[src/rtl/encrypt_stream_unit_pkg.sv]
`default_nettype none
// ============================================================================
// encrypt_stream_unit_pkg : shared permutation, key selector and config types
// Revision: 1.0
// ============================================================================
package encrypt_stream_unit_pkg;

    // Output bit i of the permute stage is taken from input bit PERM_i
    localparam logic [2:0] PERM_0 = 3'd3;
    localparam logic [2:0] PERM_1 = 3'd6;
    localparam logic [2:0] PERM_2 = 3'd1;
    localparam logic [2:0] PERM_3 = 3'd4;
    localparam logic [2:0] PERM_4 = 3'd7;
    localparam logic [2:0] PERM_5 = 3'd2;
    localparam logic [2:0] PERM_6 = 3'd5;
    localparam logic [2:0] PERM_7 = 3'd0;

    typedef enum logic [1:0] {
        KEY1 = 2'd0,
        KEY2 = 2'd1,
        KEY3 = 2'd2
    } key_sel_t;

    typedef struct packed {
        logic [7:0] k1;
        logic [7:0] k2;
        logic [7:0] k3;
        logic [2:0] rot_freq;
        logic       shift_en;
        logic [2:0] shift_amt;
        logic       mode;
    } enc_cfg_t;

    // KEY3 -> KEY1 -> KEY2 -> KEY3 keeps step with the decrypt key register
    function automatic key_sel_t next_key_sel(input key_sel_t sel);
        key_sel_t nxt;
        case (sel)
            KEY3:    nxt = KEY1;
            KEY1:    nxt = KEY2;
            default: nxt = KEY3;
        endcase
        return nxt;
    endfunction

    function automatic logic [7:0] permute_byte(input logic [7:0] b);
        return {b[PERM_7], b[PERM_6], b[PERM_5], b[PERM_4],
                b[PERM_3], b[PERM_2], b[PERM_1], b[PERM_0]};
    endfunction

endpackage
`default_nettype wire

[src/rtl/encrypt_stream_unit_if.sv]
`default_nettype none
// ============================================================================
// encrypt_stream_unit_if : byte stream, config and output handshake bundle
// Revision: 1.0
// ============================================================================
interface encrypt_stream_unit_if;
    logic [7:0] din;
    logic       en;
    logic       rdy;
    logic [7:0] k1;
    logic [7:0] k2;
    logic [7:0] k3;
    logic [2:0] rot_freq;
    logic       shift_en;
    logic [2:0] shift_amt;
    logic       mode;
    logic       key_load;
    logic [7:0] dout;
    logic       v;
    logic       out_ready;

    modport master (
        output din, en, k1, k2, k3, rot_freq, shift_en, shift_amt, mode, key_load, out_ready,
        input  rdy, dout, v
    );

    modport slave (
        input  din, en, k1, k2, k3, rot_freq, shift_en, shift_amt, mode, key_load, out_ready,
        output rdy, dout, v
    );
endinterface
`default_nettype wire

[src/rtl/encrypt_stream_unit_out_buf.sv]
`default_nettype none
// ============================================================================
// encrypt_stream_unit_out_buf : small elastic buffer, head/tail ring pointers
// Revision: 1.0
// ============================================================================
module encrypt_stream_unit_out_buf #(
    parameter  int DEPTH = 2,
    parameter  int WIDTH = 8,
    localparam int PTR_W = (DEPTH > 1) ? $clog2(DEPTH) : 1,
    localparam int CNT_W = $clog2(DEPTH + 1)
) (
    input  logic             clk,
    input  logic             rst,
    input  logic             push,
    input  logic [WIDTH-1:0] push_data,
    input  logic             pop,
    output logic [WIDTH-1:0] head,
    output logic [CNT_W-1:0] cnt
);

    logic [WIDTH-1:0] r_mem [DEPTH];
    logic [PTR_W-1:0] r_head;
    logic [PTR_W-1:0] r_tail;
    logic [CNT_W-1:0] r_cnt;
    logic             w_push;
    logic             w_pop;

    function automatic logic [PTR_W-1:0] wrap_inc(input logic [PTR_W-1:0] p);
        return (p == PTR_W'(DEPTH - 1)) ? '0 : p + 1'b1;
    endfunction

    // Guard against overflow/underflow so a misbehaving caller cannot corrupt the count
    assign w_push = push && (r_cnt != CNT_W'(DEPTH));
    assign w_pop  = pop  && (r_cnt != '0);

    always_ff @(posedge clk or negedge rst) begin
        if (!rst) begin
            r_head <= '0;
            r_tail <= '0;
            r_cnt  <= '0;
            for (int i = 0; i < DEPTH; i++) begin
                r_mem[i] <= '0;
            end
        end else begin
            if (w_push) begin
                r_mem[r_tail] <= push_data;
                r_tail        <= wrap_inc(r_tail);
            end
            if (w_pop) begin
                r_head <= wrap_inc(r_head);
            end
            case ({w_push, w_pop})
                2'b10:   r_cnt <= r_cnt + 1'b1;
                2'b01:   r_cnt <= r_cnt - 1'b1;
                default: r_cnt <= r_cnt;
            endcase
        end
    end

    assign head = r_mem[r_head];
    assign cnt  = r_cnt;

endmodule
`default_nettype wire

[src/rtl/encrypt_stream_unit.sv]
`default_nettype none
// ============================================================================
// encrypt_stream_unit : permute -> rotate -> rotating-key XOR byte encryptor
// Revision: 1.0
// ============================================================================
module encrypt_stream_unit
    import encrypt_stream_unit_pkg::*;
#(
    parameter int         BUF_DEPTH     = 2,
    parameter logic [2:0] INIT_ROT_FREQ = 3'd0
) (
    input  logic                 clk,
    input  logic                 rst,
    encrypt_stream_unit_if.slave bus
);

    localparam int CNT_W = $clog2(BUF_DEPTH + 1);

    enc_cfg_t   r_cfg;
    enc_cfg_t   w_cfg;
    key_sel_t   r_key_sel;
    key_sel_t   w_key_sel;
    logic [2:0] r_rot_cnt;
    logic [2:0] w_rot_cnt;

    logic       r_s1_v;
    logic [7:0] r_s1_data;
    logic [7:0] r_s1_key;
    logic       r_s1_mode;
    logic       r_s1_shift_en;
    logic [2:0] r_s1_shift_amt;

    logic             w_rdy;
    logic             w_accept;
    logic             w_move;
    logic             w_v;
    logic             w_pop;
    logic [7:0]       w_key_byte;
    logic [7:0]       w_perm;
    logic [7:0]       w_rot;
    logic [7:0]       w_cipher;
    logic [7:0]       w_head;
    logic [CNT_W-1:0] w_buf_cnt;

    // A key_load takes effect for a byte accepted on the same edge
    always_comb begin
        w_cfg     = r_cfg;
        w_key_sel = r_key_sel;
        w_rot_cnt = r_rot_cnt;
        if (bus.key_load) begin
            w_cfg = '{k1:        bus.k1,
                      k2:        bus.k2,
                      k3:        bus.k3,
                      rot_freq:  bus.rot_freq,
                      shift_en:  bus.shift_en,
                      shift_amt: bus.shift_amt,
                      mode:      bus.mode};
            w_key_sel = KEY3;
            w_rot_cnt = '0;
        end
    end

    always_comb begin
        w_key_byte = w_cfg.k3;
        case (w_key_sel)
            KEY1:    w_key_byte = w_cfg.k1;
            KEY2:    w_key_byte = w_cfg.k2;
            default: w_key_byte = w_cfg.k3;
        endcase
    end

    assign w_v      = (w_buf_cnt != '0);
    assign w_pop    = w_v && bus.out_ready;
    // A full buffer blocks the transfer even when a pop frees a slot this cycle
    assign w_move   = r_s1_v && (w_buf_cnt < CNT_W'(BUF_DEPTH));
    assign w_rdy    = !r_s1_v || (w_buf_cnt < CNT_W'(BUF_DEPTH));
    assign w_accept = bus.en && w_rdy;

    always_ff @(posedge clk or negedge rst) begin
        if (!rst) begin
            r_cfg     <= '{k1: 8'h00, k2: 8'h00, k3: 8'h00, rot_freq: INIT_ROT_FREQ,
                           shift_en: 1'b0, shift_amt: 3'd0, mode: 1'b0};
            r_key_sel <= KEY3;
            r_rot_cnt <= '0;
        end else begin
            r_cfg <= w_cfg;
            if (w_accept && (w_rot_cnt == w_cfg.rot_freq)) begin
                r_key_sel <= next_key_sel(w_key_sel);
                r_rot_cnt <= '0;
            end else if (w_accept) begin
                r_key_sel <= w_key_sel;
                r_rot_cnt <= w_rot_cnt + 3'd1;
            end else begin
                r_key_sel <= w_key_sel;
                r_rot_cnt <= w_rot_cnt;
            end
        end
    end

    // Stage 1 snapshots the transform settings so in-flight bytes keep their encryption
    always_ff @(posedge clk or negedge rst) begin
        if (!rst) begin
            r_s1_v         <= 1'b0;
            r_s1_data      <= '0;
            r_s1_key       <= '0;
            r_s1_mode      <= 1'b0;
            r_s1_shift_en  <= 1'b0;
            r_s1_shift_amt <= '0;
        end else if (w_accept) begin
            r_s1_v         <= 1'b1;
            r_s1_data      <= bus.din;
            r_s1_key       <= w_key_byte;
            r_s1_mode      <= w_cfg.mode;
            r_s1_shift_en  <= w_cfg.shift_en;
            r_s1_shift_amt <= w_cfg.shift_amt;
        end else if (w_move) begin
            r_s1_v <= 1'b0;
        end
    end

    assign w_perm   = r_s1_mode ? permute_byte(r_s1_data) : r_s1_data;
    assign w_rot    = r_s1_shift_en
                    ? ((w_perm << r_s1_shift_amt) | (w_perm >> (4'd8 - {1'b0, r_s1_shift_amt})))
                    : w_perm;
    assign w_cipher = w_rot ^ r_s1_key;

    encrypt_stream_unit_out_buf #(
        .DEPTH (BUF_DEPTH),
        .WIDTH (8)
    ) u_out_buf (
        .clk       (clk),
        .rst       (rst),
        .push      (w_move),
        .push_data (w_cipher),
        .pop       (w_pop),
        .head      (w_head),
        .cnt       (w_buf_cnt)
    );

    assign bus.rdy  = w_rdy;
    assign bus.v    = w_v;
    assign bus.dout = w_head;

endmodule
`default_nettype wire

[src/flat_wrapper.sv]
// flat-port wrapper written by rule: the top's interface ports become plain ports
module encrypt_stream_unit_flat import encrypt_stream_unit_pkg::*;
#(
    parameter int         BUF_DEPTH     = 2,
    parameter logic [2:0] INIT_ROT_FREQ = 3'd0
)
  (clk, rst, bus_din, bus_en, bus_k1, bus_k2, bus_k3, bus_rot_freq, bus_shift_en, bus_shift_amt, bus_mode, bus_key_load, bus_out_ready, bus_rdy, bus_dout, bus_v);
  encrypt_stream_unit_if bus_i ();
  input  logic clk;
  input  logic rst;
  input wire logic [$bits(bus_i.din)-1:0] bus_din;
  input wire logic [$bits(bus_i.en)-1:0] bus_en;
  input wire logic [$bits(bus_i.k1)-1:0] bus_k1;
  input wire logic [$bits(bus_i.k2)-1:0] bus_k2;
  input wire logic [$bits(bus_i.k3)-1:0] bus_k3;
  input wire logic [$bits(bus_i.rot_freq)-1:0] bus_rot_freq;
  input wire logic [$bits(bus_i.shift_en)-1:0] bus_shift_en;
  input wire logic [$bits(bus_i.shift_amt)-1:0] bus_shift_amt;
  input wire logic [$bits(bus_i.mode)-1:0] bus_mode;
  input wire logic [$bits(bus_i.key_load)-1:0] bus_key_load;
  input wire logic [$bits(bus_i.out_ready)-1:0] bus_out_ready;
  output wire logic [$bits(bus_i.rdy)-1:0] bus_rdy;
  output wire logic [$bits(bus_i.dout)-1:0] bus_dout;
  output wire logic [$bits(bus_i.v)-1:0] bus_v;
  assign bus_i.din = bus_din;
  assign bus_i.en = bus_en;
  assign bus_i.k1 = bus_k1;
  assign bus_i.k2 = bus_k2;
  assign bus_i.k3 = bus_k3;
  assign bus_i.rot_freq = bus_rot_freq;
  assign bus_i.shift_en = bus_shift_en;
  assign bus_i.shift_amt = bus_shift_amt;
  assign bus_i.mode = bus_mode;
  assign bus_i.key_load = bus_key_load;
  assign bus_i.out_ready = bus_out_ready;
  assign bus_rdy = bus_i.rdy;
  assign bus_dout = bus_i.dout;
  assign bus_v = bus_i.v;
  encrypt_stream_unit #(.BUF_DEPTH(BUF_DEPTH), .INIT_ROT_FREQ(INIT_ROT_FREQ)) u_core (.clk(clk), .rst(rst), .bus(bus_i));
endmodule
[config.mk]
export PLATFORM = sky130hd
export DESIGN_NAME = encrypt_stream_unit_flat
export DESIGN_NICKNAME = d
export VERILOG_FILES = /design/src/rtl/encrypt_stream_unit_pkg.sv /design/src/rtl/encrypt_stream_unit_if.sv /design/src/rtl/encrypt_stream_unit_out_buf.sv /design/src/rtl/encrypt_stream_unit.sv /design/src/flat_wrapper.sv
export SDC_FILE = /design/constraint.sdc
export NUM_CORES = 1
export LEC_CHECK = 0
export ABC_AREA = 1
export BUFFER_PORTS_ARGS = -buffer_cell sky130_fd_sc_hd__buf_2
export CORE_ASPECT_RATIO = 0.8
export CORE_MARGIN = 2
export CORE_UTILIZATION = 62
export CTS_BUF_LIST = sky130_fd_sc_hd__clkbuf_16
export CTS_CLUSTER_DIAMETER = 60
export DETAILED_ROUTE_END_ITERATION = 12
export PLACE_DENSITY_LB_ADDON = 0.05
export SKIP_LAST_GASP = 1
export SLEW_MARGIN = 5
export SYNTH_ARGS = -nofsm -noshare
export SYNTH_HDL_FRONTEND = slang
export SYNTH_SLANG_ARGS = --single-unit
[constraint.sdc]
create_clock -name clk -period 5.4 [get_ports clk]
set_input_delay 1.62 -clock clk [delete_from_list [all_inputs] [get_ports clk]]
set_output_delay 1.62 -clock clk [all_outputs]
set_load 0.01 [all_outputs]
## Word-level counts from Yosys, hierarchy flattened

Index checks and enable logic that the tools add are counted.

- Output and inout bits: 10
- Memories kept: 0
- ROM bits: 0
- Memory bits (writable): 0
- Flip-flop bits (word level): 79
- Bits in latches: 0

- Add/sub/neg operators: 6
- Reductions and logical operators: 13
- Shift operators: 2
- Equality and inequality tests: 6
- Mux-type cells: 21
- Divide/modulo/power cells: 0
- Multiply operators: 0
- $lt $le $gt $ge: 4
- Bitwise gates (word level): 4

Operator list:

| cell | number |
|---|---|
| $mux 8 | 6 |
| $mux 32 | 1 |
| $bwmux 16 | 1 |
| $pmux 8 s2 | 1 |
| $mux 3 | 3 |
| $demux 8 s1 | 1 |
| $or 8x8->8 | 1 |
| $pmux 2 s2 | 2 |
| $shl 8x3->8 | 1 |
| $shr 8x4->8 | 1 |
| $xor 8x8->8 | 1 |
| $logic_and 1x1->1 | 7 |
| $reduce_bool 2->1 | 3 |
| $eq 2x1->1 const B | 2 |
| $eq 2x2->1 const B | 2 |
| $ge 2x2->1 const B | 2 |
| $mux 1 | 4 |
| $mux 2 | 2 |
| $not 1->2 | 2 |
| $sub 4x3->4 const A | 1 |
| $add 3x1->3 const B | 1 |
| $eq 3x3->1 | 1 |
| $add 1x1->1 const B | 2 |
| $add 2x1->2 const B | 1 |
| 7 further kinds | 7 |

## Logic depth before layout (Yosys ltp)

- Word-level depth: 6
- Depth in mapped cells: 14

## Modules after synthesis

Synthesis repeated with hierarchy kept, for this count alone.

- Cells, all modules: 584
- Area, all modules: 4282.9 um^2

Modules (own cells, without submodules):

| module | instances | cells an instance | area each (um^2) |
|---|---|---|---|
| encrypt_stream_unit | 1 | 461 | 3278.1 |
| encrypt_stream_unit_out_buf | 1 | 123 | 1004.7 |

## Least setup slack after synthesis

No wires, ideal clock.

- Path kind: input-to-reg
- Start point: in bus_key_load
- End point: reg u_core.r_key_sel[1]
- Arrival time: 2.580 ns
- Setup slack: 2.751 ns
- Path buffers: 1
- Stages: 9
- Path through: buf_6 -> or2_0 -> o21ai_1 -> nor2_1 -> a211oi_2 -> nand2_1 -> clkinv_2 -> nand2_2 -> o21ai_2

- Longest elaborated chain between the ends: 4
- Elaborated cells on any way between the ends: 9

RTL lines:

| item | RTL line | text |
|---|---|---|
| from (decl) | flat_wrapper.sv:20 | `input wire logic [$bits(bus_i.key_load)-1:0] bus_key_load;` |
| $mux 2 (tied with other cells) | encrypt_stream_unit.sv:50 | `if (bus.key_load) begin` |
| $eq 2x2->1 (tied with other cells) | encrypt_stream_unit_pkg.sv:37 | `case (sel)` |
| $pmux 2 s2 / $logic_and 1x1->1 (equally long branches) | encrypt_stream_unit_pkg.sv:37, encrypt_stream_unit.sv:87 |  |
| $mux 2 * | encrypt_stream_unit.sv:87 | `if (w_accept && (w_rot_cnt == w_cfg.rot_freq)) begin` |
| to (signal assigned) | encrypt_stream_unit.sv:88 | `r_key_sel <= next_key_sel(w_key_sel);` |
| to (signal assigned) | encrypt_stream_unit.sv:91 | `r_key_sel <= w_key_sel;` |
| to (signal assigned) | encrypt_stream_unit.sv:94 | `r_key_sel <= w_key_sel;` |
| to (decl) | encrypt_stream_unit.sv:21 | `key_sel_t r_key_sel;` |

Mark *: on every way between the ends. The rest lies on a longest branch, timed or not.
A chain may end at the register's enable or synchronous reset.

==> results.txt <==
----------------------------------------------------
[Yosys]
  Top cells by count, synth ... nand2_1, dfrtp_1, nand3_1
  Number of synthesized register bits ... 79
  Mapped Nets ... 615
  Post-synth EDFFs ... 0
  Top area cells in the synthesized netlist ... dfrtp_1, nand2_1, nand3_1
  Fraction of synthesis flops using an asynchronous set or reset pin ... 100%
  Synthesized area per cell ... 7.34 um2
  Cell with the most instances after synthesis ... nand2_1
  Warnings, synthesis ... 0
  Cell taking the most area after synthesis ... dfrtp_1
  Flip-flop cell with the highest count after synthesis ... dfrtp_1
  Count of cell types in the netlist ... 31
  Sequential fraction of the synthesis area ... 47.5%
  Area of the mapped netlist ... 4160 um2
  Synthesized instance count ... roughly 570
  Share of the synthesized area in the top cell type ... a little under half

[Route]
  Total Wirelength ... 10000 um
  Total via count after detailed routing ... around 3900
  Number of iterations in the first detailed-routing pass ... 5
  Routed wire per std cell ... 14.4 um
  Mean number of vias per cell ... 5.55
  Final antenna-violating net count ... 0
  Number of design rule violations left after detail routing ... 0
  Number of DRC markers in iteration 0 ... 292

[Setup path]
  Critical Path AT ... 3490 ps
  Destination of the worst register-to-register timing path ... u_core.u_out_buf.r_mem[14]
  Most common cell type on the critical path ... inv_2
  Crit Path Category ... input pin to flip-flop
  Crit path max-delay family ... buffers and inverters
  Slowest cell on crit path ... buf_2
  Critical path data required time ... 5660 ps
  Element type at the critical path end ... flip-flop
  Worst-path fanout max ... 36
  Crit path largest cell delay ... ~460 ps
  Critical Path Start Type ... input pin
  Buf+Inv Stages, Crit Path ... 4
  Crit Reg-Reg Startpoint ... u_core.r_s1_shift_amt[1]
  Ordered list of cells on the worst path ... buf_2, inv_2, or2_1, o21ai_1, inv_2, a211oi_2, nand2_1, clkinv_2, nand2_2, o21ai_2
  Flop2flop setup slack ... 3020 ps
  Worst r2r path cells ... 10

[Min path]
  Worst hold path startpoint ... u_core.r_cfg[16]
  Endpoint with the worst hold slack ... u_core.r_cfg[16]
  Worst min path class ... flip-flop to flip-flop
  Number of instances on the worst hold path ... 2

[Power and ir drop]
  Power per standard cell area ... around 630 nW/um2
  Worst-case vdd ir drop ... 0.304 mV
  Pleak ... 2.57 nW
  Total design power ... 2.96 mW

[Clock tree]
  Total CTS buffers ... 9
  Post-CTS sizing ... 0
  Clk sink count ... 79
  CTS tree ... done
  Max H-tree Level ... 3
  Root buffer cell ... clkbuf_16
  Hold Buf Count CTS ... 0
  Number of post-CTS setup repair buffers ... 0
  Number of buffers on the longest clock path ... 2
  Clock slew at reported path FFs ... 60 ps
  Latest clock arrival within the worst-skew pair ... 330 ps

[Global routing]
  Wire length of the first global-routing pass ... 17300 um
  GRT Resource Usage Total ... a little under a third
  Met3 global-route usage ... 7.66%
  Initial antenna violation count ... 0
  Met1 GRT Util ... 47.6%
  Met2 track demand over resource ... 42.1%
  Vias in the first global route ... around 3600
  Most utilized layer in the global route result ... met1
  Pin count of the biggest net entering global routing ... 80
  Aggregate global routing overflow ... 0

[STA]
  Worst-Margin Slew ... 1060 ps
  Tmin final ... 3220 ps
  Count of final max-slew check failures ... 0
  Period Utilization, post-route ... approximately 60%
  Final count of negative-setup-slack endpoints ... 0
  Worst setup slack after layout ... 2180 ps
  Final Skew ... 8.39 ps
  F_max ... 310 MHz
  Total negative slack ... 0 ps
  Setup repair after global routing missed its margin ... no
  Number of failing hold endpoints at the final stage ... 0
  Worst slew margin relative to its limit ... 29.0%

[Layout]
  Diodes inserted ... 0
  Post-layout nets ... about 660
  Synthesis-to-finish area growth ... 13.6%
  Layout cell share with drive strength beyond 1 ... 14.3%

[Die]
  Total Die Area ... approximately 7400 um2
  Width of the die ... between 90 and 100 um
  Rows ... 26
  Area of the core ... 6440 um2
  Initial cell density of the core ... 64.6%
  Top-level port count ... 55
  Vert. Die Dim ... 77.3 um

[Place]
  DP Worst Slack ... 1840 ps
  Final weighted congestion of routability-driven global placement ... 0.933
  Detailed placer's ending HPWL ... 7140 um
  Number of port buffers ... 54

[Job]
  MaxCap Viol Count ... 0

[Run status]
  Run status ... complete, no violations

----------------------------------------------------
## how the worst max path moves through the flow
stage / start / endpoint / slack [ps] / depth (start not counted)
after CTS: bus_key_load / u_core.r_key_sel[1] / 2180 / 10
after global routing: bus_key_load / u_core.r_key_sel[1] / 1910 / 10
final: bus_key_load / u_core.r_key_sel[1] / 2180 / 10
after floorplan: bus_key_load / u_core.r_key_sel[1] / 2750 / 9
after detailed placement: bus_key_load / u_core.r_key_sel[1] / 1840 / 10
after global placement: bus_key_load / u_core.r_key_sel[1] / 1960 / 10
## cell families (layout without fill, tap and decap cells)
family / Yosys count / after routing / synth area share (%)
XOR/XNOR: 6 / 6 / 1.71
adder cells (fa/ha/maj): 3 / 3 / 0.902
AND/OR/NAND/NOR: 367 / 367 / 36.3
flip-flops: 79 / 79 / 47.5
buffers and inverters: 59 / 108 / 6.29
AO/OA/AOI/OAI: 53 / 53 / 7.22
## layout by cell type, fill, tap and decap left out
cell type / instances
clkbuf_16: 9
a21oi_1: 5
a211oi_1: 1
a211oi_2: 1
nor2_2: 2
nor2_4: 1
bufinv_16: 2
xnor2_1: 3
clkinv_1: 3
o21ai_2: 1
buf_2: 53
nor2_1: 16
dfrtp_1: 78
ha_1: 3
nand2_2: 6
xnor2_4: 1
clkinv_2: 1
nand4_1: 1
or2_2: 1
or2_0: 1
o21ai_0: 23
xor2_1: 2
inv_1: 31
nand3_1: 75
buf_4: 1
dfstp_2: 1
nand2_1: 262
inv_2: 8
o22ai_1: 17
or2_1: 2
o21ai_1: 5
## flip-flops by register name (all words and copies together) (netlist names)
register                 flops
u_core.r_s1_shift_en         1
u_core.u_out_buf.r_head      1
u_core.r_s1_shift_amt        3
u_core.r_s1_key              8
u_core.u_out_buf.cnt         2
u_core.r_rot_cnt             3
u_core.r_s1_mode             1
u_core.r_key_sel             2
u_core.r_s1_data             8
u_core.u_out_buf.r_tail      1
u_core.r_s1_v                1
u_core.u_out_buf.r_mem      16
u_core.r_cfg                32
## power by group
group | switching, mW | internal, mW
sequential | 0.155 | 0.777
clock | 0.225 | 0.396
combinational | 0.934 | 0.468
total | 1.31 | 1.64
## metal layers
metal	part of all wire, %	vias to the layer above
met4	1.7	0
li1	-	1910
met1	47	1788
met3	8.1	21
met2	43	163
met5	0	-
## through the flow
| stage | instance area [um2] | cells | utilization [%] | hold WS [ps] |
|---|---|---|---|---|
| 3_3_place_gp | 4420 | 684 | 68.6 | 456 |
| 6_report | 4720 | 700 | 73.3 | 478 |
| 3_5_place_dp | 4420 | 684 | 68.6 | 465 |
| 5_1_grt | 4720 | 700 | 73.3 | 493 |
| 4_1_cts | 4720 | 700 | 73.3 | 479 |
| 2_1_floorplan | 4160 | 567 | - | 433 |
## worst register-to-register path, delay by kind of cell, from the launching register on
family,cells,cell delay [ps]
fa+ha+maj,1,490
buf+inv,2,530
flops,1,550
simple gates,7,720
## cell type report
| cell class | count | area [um2] |
|---|---|---|
| Clock inverter | 7 | 78.8 |
| Clock buffer | 9 | 225 |
| Multi-Input combinational cell | 429 | 1920 |
| Fill cell | 514 | 1720 |
| Sequential cell | 79 | 1980 |
| Inverter | 38 | 144 |
| Timing Repair Buffer | 54 | 273 |
| Tap cell | 84 | 105 |
(Power assumes the default switching activity.)
